<file path="config.mk">
export PLATFORM = sky130hd
export DESIGN_NAME = alu_exec_unit
export DESIGN_NICKNAME = d
export VERILOG_FILES = /design/src/rtl/alu_exec_unit.sv
export SDC_FILE = /design/constraint.sdc
export NUM_CORES = 1
export LEC_CHECK = 0
export ABC_AREA = 1
export CAP_MARGIN = 20
export CORE_ASPECT_RATIO = 0.8
export CORE_UTILIZATION = 55
export DETAILED_ROUTE_END_ITERATION = 12
export DONT_BUFFER_PORTS = 1
export GPL_ROUTABILITY_DRIVEN = 0
export GPL_TIMING_DRIVEN = 0
export PLACE_DENSITY = 0.73
export REMOVE_ABC_BUFFERS = 1
export SLEW_MARGIN = 10
export SYNTH_ARGS = -nofsm -noshare
export SYNTH_HDL_FRONTEND = slang
export SYNTH_SLANG_ARGS = --single-unit
</file>
<file path="constraint.sdc">
create_clock -name clk -period 27.6 [get_ports clk]
set_input_delay 6.9 -clock clk [delete_from_list [all_inputs] [get_ports clk]]
set_output_delay 6.9 -clock clk [all_outputs]
set_load 0.005 [all_outputs]
</file>
<file path="src/rtl/alu_exec_unit.sv">
// rtl/alu_exec_unit.sv - IDLE/EXEC/DONE ALU execution unit with operand register file and result handshake
// Define ALU_EXEC_MUL_EN to enable the WIDTH-cycle shift-add multiply on op 111.
module alu_exec_unit #(
  parameter int WIDTH = 32,
  parameter int NREGS = 8,
  localparam int RA = $clog2(NREGS),
  localparam int SA = $clog2(WIDTH)
) (
  input  logic              clk,
  input  logic              rst,
  input  logic              cmd_valid,
  output logic              cmd_ready,
  input  logic [3+3*RA-1:0] cmd,
  input  logic              ld_en,
  input  logic [RA-1:0]     ld_addr,
  input  logic [WIDTH-1:0]  ld_data,
  output logic              res_valid,
  input  logic              res_ready,
  output logic [WIDTH-1:0]  res_data,
  output logic [3:0]        res_flags,
  output logic              res_err,
  output logic              busy
);
  typedef enum logic [1:0] {IDLE, EXEC, DONE} state_t;

  localparam logic [2:0] OP_ADD = 3'b000;
  localparam logic [2:0] OP_SUB = 3'b001;
  localparam logic [2:0] OP_AND = 3'b010;
  localparam logic [2:0] OP_OR  = 3'b011;
  localparam logic [2:0] OP_XOR = 3'b100;
  localparam logic [2:0] OP_SLT = 3'b101;
  localparam logic [2:0] OP_SLL = 3'b110;
  localparam logic [2:0] OP_MUL = 3'b111;

  state_t           state, state_nx;
  logic [WIDTH-1:0] regs [NREGS];
  logic [2:0]       op_q;
  logic [RA-1:0]    rd_q;
  logic [WIDTH-1:0] a_q, b_q;
  logic [2:0]       cmd_op;
  logic [RA-1:0]    cmd_rd, cmd_ra, cmd_rb;
  logic             accept, exec_last;
  logic [WIDTH:0]   ext;
  logic [WIDTH-1:0] alu_res;
  logic [3:0]       alu_flags;
  logic             alu_err, flag_c, flag_o;

  assign {cmd_op, cmd_rd, cmd_ra, cmd_rb} = cmd;
  assign cmd_ready = (state == IDLE);
  assign busy      = (state != IDLE);
  assign res_valid = (state == DONE);
  assign accept    = cmd_valid && cmd_ready;

`ifdef ALU_EXEC_MUL_EN
  logic [2*WIDTH-1:0] mul_acc, mul_mcand, mul_sum;
  logic [WIDTH-1:0]   mul_mplier;
  logic [SA-1:0]      mul_cnt;

  // mul_sum already includes the current step, so the last EXEC cycle sees the full product
  assign mul_sum   = mul_acc + (mul_mplier[0] ? mul_mcand : '0);
  assign exec_last = (op_q != OP_MUL) || (mul_cnt == SA'(WIDTH - 1));

  always_ff @(posedge clk or posedge rst) begin
    if (rst) begin
      mul_acc    <= '0;
      mul_mcand  <= '0;
      mul_mplier <= '0;
      mul_cnt    <= '0;
    end else if (accept) begin
      mul_acc    <= '0;
      mul_mcand  <= {{WIDTH{1'b0}}, regs[cmd_ra]};
      mul_mplier <= regs[cmd_rb];
      mul_cnt    <= '0;
    end else if (state == EXEC) begin
      mul_acc    <= mul_sum;
      mul_mcand  <= mul_mcand << 1;
      mul_mplier <= mul_mplier >> 1;
      mul_cnt    <= mul_cnt + SA'(1);
    end
  end
`else
  assign exec_last = 1'b1;
`endif

  always_comb begin
    ext     = '0;
    alu_res = '0;
    alu_err = 1'b0;
    flag_c  = 1'b0;
    flag_o  = 1'b0;
    case (op_q)
      OP_ADD: begin
        ext     = {1'b0, a_q} + {1'b0, b_q};
        alu_res = ext[WIDTH-1:0];
        flag_c  = ext[WIDTH];
        flag_o  = (a_q[WIDTH-1] == b_q[WIDTH-1]) && (alu_res[WIDTH-1] != a_q[WIDTH-1]);
      end
      OP_SUB: begin
        ext     = {1'b0, a_q} - {1'b0, b_q};
        alu_res = ext[WIDTH-1:0];
        flag_c  = ~ext[WIDTH];
        flag_o  = (a_q[WIDTH-1] != b_q[WIDTH-1]) && (alu_res[WIDTH-1] != a_q[WIDTH-1]);
      end
      OP_AND: alu_res = a_q & b_q;
      OP_OR:  alu_res = a_q | b_q;
      OP_XOR: alu_res = a_q ^ b_q;
      OP_SLT: alu_res = {{(WIDTH-1){1'b0}}, ($signed(a_q) < $signed(b_q))};
      OP_SLL: alu_res = a_q << b_q[SA-1:0];
      OP_MUL: begin
`ifdef ALU_EXEC_MUL_EN
        alu_res = mul_sum[WIDTH-1:0];
        flag_c  = |mul_sum[2*WIDTH-1:WIDTH];
`else
        alu_err = 1'b1;
`endif
      end
      default: alu_err = 1'b1;
    endcase
    alu_flags = alu_err ? 4'b0000 : {flag_o, flag_c, (alu_res == '0), alu_res[WIDTH-1]};
  end

  always_comb begin
    state_nx = state;
    case (state)
      IDLE:    if (cmd_valid) state_nx = EXEC;
      EXEC:    if (exec_last) state_nx = DONE;
      DONE:    if (res_ready) state_nx = IDLE;
      default: state_nx = IDLE;
    endcase
  end

  always_ff @(posedge clk or posedge rst) begin
    if (rst) begin
      state     <= IDLE;
      op_q      <= '0;
      rd_q      <= '0;
      a_q       <= '0;
      b_q       <= '0;
      res_data  <= '0;
      res_flags <= '0;
      res_err   <= 1'b0;
      for (int i = 0; i < NREGS; i++) regs[i] <= '0;
    end else begin
      state <= state_nx;
      if (ld_en) regs[ld_addr] <= ld_data;
      if (accept) begin
        op_q <= cmd_op;
        rd_q <= cmd_rd;
        a_q  <= regs[cmd_ra];
        b_q  <= regs[cmd_rb];
      end
      // placed after the load so a same-edge writeback to the same register wins
      if (state == EXEC && exec_last) begin
        res_data  <= alu_res;
        res_flags <= alu_flags;
        res_err   <= alu_err;
        if (!alu_err) regs[rd_q] <= alu_res;
      end
    end
  end
endmodule

</file>
==> run_results.csv <==
group,metric,value,unit
sta,rsz0062_at_grt,"no",
global_routing,grt_max_degree,257,
finish,fillers,4949,
floorplan,initial_core_util,0.5603,
clock_tree,clock_latency,0.59,ns
synth,synthTopCellsByArea,"dfrtp_1 (32%), nand2_1 (15%), o21ai_0 (11%)",
clock_tree,root_buffer,"clkbuf_16",
sta,slew_headroom,0.2007,
clock_tree,clk_pin_slew_worst_paths,0.06,ns
clock_tree,cts_htree_levels,2,
floorplan,rows,74,
drt,route.detailed.drc,0,
power_and_ir_drop,powerDensity,137.3,mW/mm^2
power_and_ir_drop,leakagePower,0.01544,uW
worst_hold_path,hold_path.startpoint,"res_data[28]",
floorplan,fp.dieH,206.5,um
clock_tree,cts_tree,"yes",
synth,synth_edf_count,0,
run,cap_violations,0,
synth,yosysSeqAreaShare,0.3178,
synth,ys_async_sr_fraction,1.000,
sta,fmax,0.1142,GHz
drt,viasPerCell,6.227,
power_and_ir_drop,ir_drop,0.00008392,V
placement,port-buffer-count,0,
clock_tree,clock_path_buffers,3,
global_routing,antenna_found_initial,0,
finish,fin_nets,4432,
finish,areaGrowthSynthToFinish,6.739,%
sta,setup_viol,0,
synth,yosys.cell_count.top_type,"nand2_1",
placement,dp_hpwl,72230,um
finish,num_antenna_cells,0,
setup_path,crit_fanout,53,
status,run_status,"complete, no violations",
sta,hold_slack,0.5090,ns
sta,skew,0.03173,ns
synth,netlist_instances,4475,
setup_path,path_class,"primary input to flip-flop",
synth,syn_avg_cell_area,6.422,um^2
floorplan,core,0.05129,mm^2
finish,fin_area,0.03068,mm^2
setup_path,endpoint_kind,"flip-flop",
sta,fin_tns_setup,0,ns
sta,min_period,8.756,ns
floorplan,io_pins,92,
setup_path,critPathRequiredTime,28.09,ns
finish,drive_above_1_share,0.04725,
sta,finalCritPeriodShare,0.3173,
drt,via_count,31010,
clock_tree,cts.sinks,365,
drt,drtIter0Drc,5059,
drt,ant_nets,0,
synth,synth_top_area_share,0.3178,
clock_tree,cts_buffers,41,
sta,slew_viol_final,0,
synth,synth_top_cell_by_area,"dfrtp_1",
synth,syn_area,0.02874,mm^2
synth,yosys-top-cells-count,"nand2_1 (1,113), o21ai_0 (650), inv_1 (589), a21oi_1 (440), dfrtp_1 (365)",
setup_path,startpoint_type,"primary input",
placement,placed_area,0.02909,mm^2
drt,avgRoutedWirePerCell,21.38,um
sta,tightest_slew,1.198,ns
drt,firstDrtPassIters,11,
drt,wirelength,106500,um
synth,synth_cell_types,45,
setup_path,crit_start,"ld_en",
floorplan,die_w,257.6,um
synth,synthFlopType,"dfrtp_1",
setup_path,critPathArrivalTime,9.25,ns
synth,yosys_register_bits,365,
worst_hold_path,worstHoldPathType,"flip-flop to flip-flop",
global_routing,track_usage,0.3918,
power_and_ir_drop,power,4213,uW
clock_tree,cts_setup_buffers,0,
global_routing,grt_pass1_vias,27070,
synth,yosys_warnings,0,
setup_path,reg2reg_from,"b_q[3]",
clock_tree,holdBufCountCts,0,
global_routing,grt_overflow,0,
clock_tree,ctsResizeCount,0,
sta,hold_viol,0,
global_routing,grt_first_pass_wirelength,160500,um
floorplan,dieArea,0.05318,mm^2
## area by class of cell
type                       instances  area (um^2)  share of cell area
clock buffer                      55         1160             0.03781
clock inverter                    20        360.3             0.01175
inverter                         612         2315             0.07545
multi-input combinational       3207        16190              0.5276
sequential                       365         9134              0.2977
tap                              684        855.8             0.02790
timing repair buffer              37        666.9             0.02174
## kinds of logic (layout without fill, tap and decap cells)
group,Yosys count,count (layout),share of synthesized area
fa+ha+maj,116,116,0.05102
buf+inv,903,724,0.1225
flops,365,365,0.3178
xor+xnor,2,2,0.0006096
compound gates,1324,1324,0.2519
simple gates,1765,1765,0.2562
## through the flow
stage	worst slack, ns	cells	util
after floorplan	10.57	4184	-
after global placement	6.074	4868	0.5531
after detailed placement	18.37	4902	0.5672
after CTS	18.98	4977	0.5968
after global routing	18.78	4980	0.5981
final	18.84	4980	0.5981
## state kept, by name (all words and copies together) (netlist names)
register   count
res_err        1
regs         256
res_data      32
b_q           32
rd_q           3
state          2
a_q           32
op_q           3
res_flags      4
## critical path, stage by stage
cell     delay, ns
nand2_1       0.06
inv_1         0.86
nand2_4       0.75
o21ai_0       0.39
a21oi_1       0.07
a21oi_1       0.14
## power by group
group / total (uW) / internal, uW / switching, uW / leakage (uW)
combinational: 2580 / 745 / 1830 / 0.0102
clock: 628 / 382 / 247 / 0.000730
sequential: 1010 / 796 / 214 / 0.00448
## final timing paths
kind                       depth (start not counted)           end  slack (ns)
min reg2reg                                        2  res_data[28]        0.51
max reg2reg                                       17  res_flags[1]       22.36
max in group asynchronous                          2  res_data[27]       20.26
min                                                2  res_data[28]        0.51
max                                                6     regs[202]       18.84
min in group asynchronous                          1     regs[232]        6.28
## layer usage
metal	track usage	part of all wire
met5	0	0
met4	0.1437	0.038
met3	0.1263	0.16
met2	0.5513	0.40
met1	0.5562	0.40
## cells in the final DEF, fill, tap and decap left out, types with 3 or more instances in the layout
cell        instances
nand3_1           336
nor2_2             25
o211ai_1           81
nor3_2              3
o21ai_0           650
a21oi_2             5
clkbuf_16          42
buf_8               7
buf_16             10
nor2_4              6
and3_1              7
nor3_1             13
nand2_4             6
o21ai_1            11
nand2_1          1107
buf_4               7
clkinvlp_4          4
o22ai_1            24
ha_1              114
inv_2              23
nor2_1            220
clkinv_2            7
clkbuf_1            7
nand3_2            13
buf_6               3
a31oi_1            34
bufinv_16           9
inv_1             581
a21oi_1           440
o21bai_1            5
nand2_2             4
nand4_1            15
buf_12             10
clkbuf_8            6
o221ai_1           65
dfrtp_1           365
(Power assumes the default switching activity.)
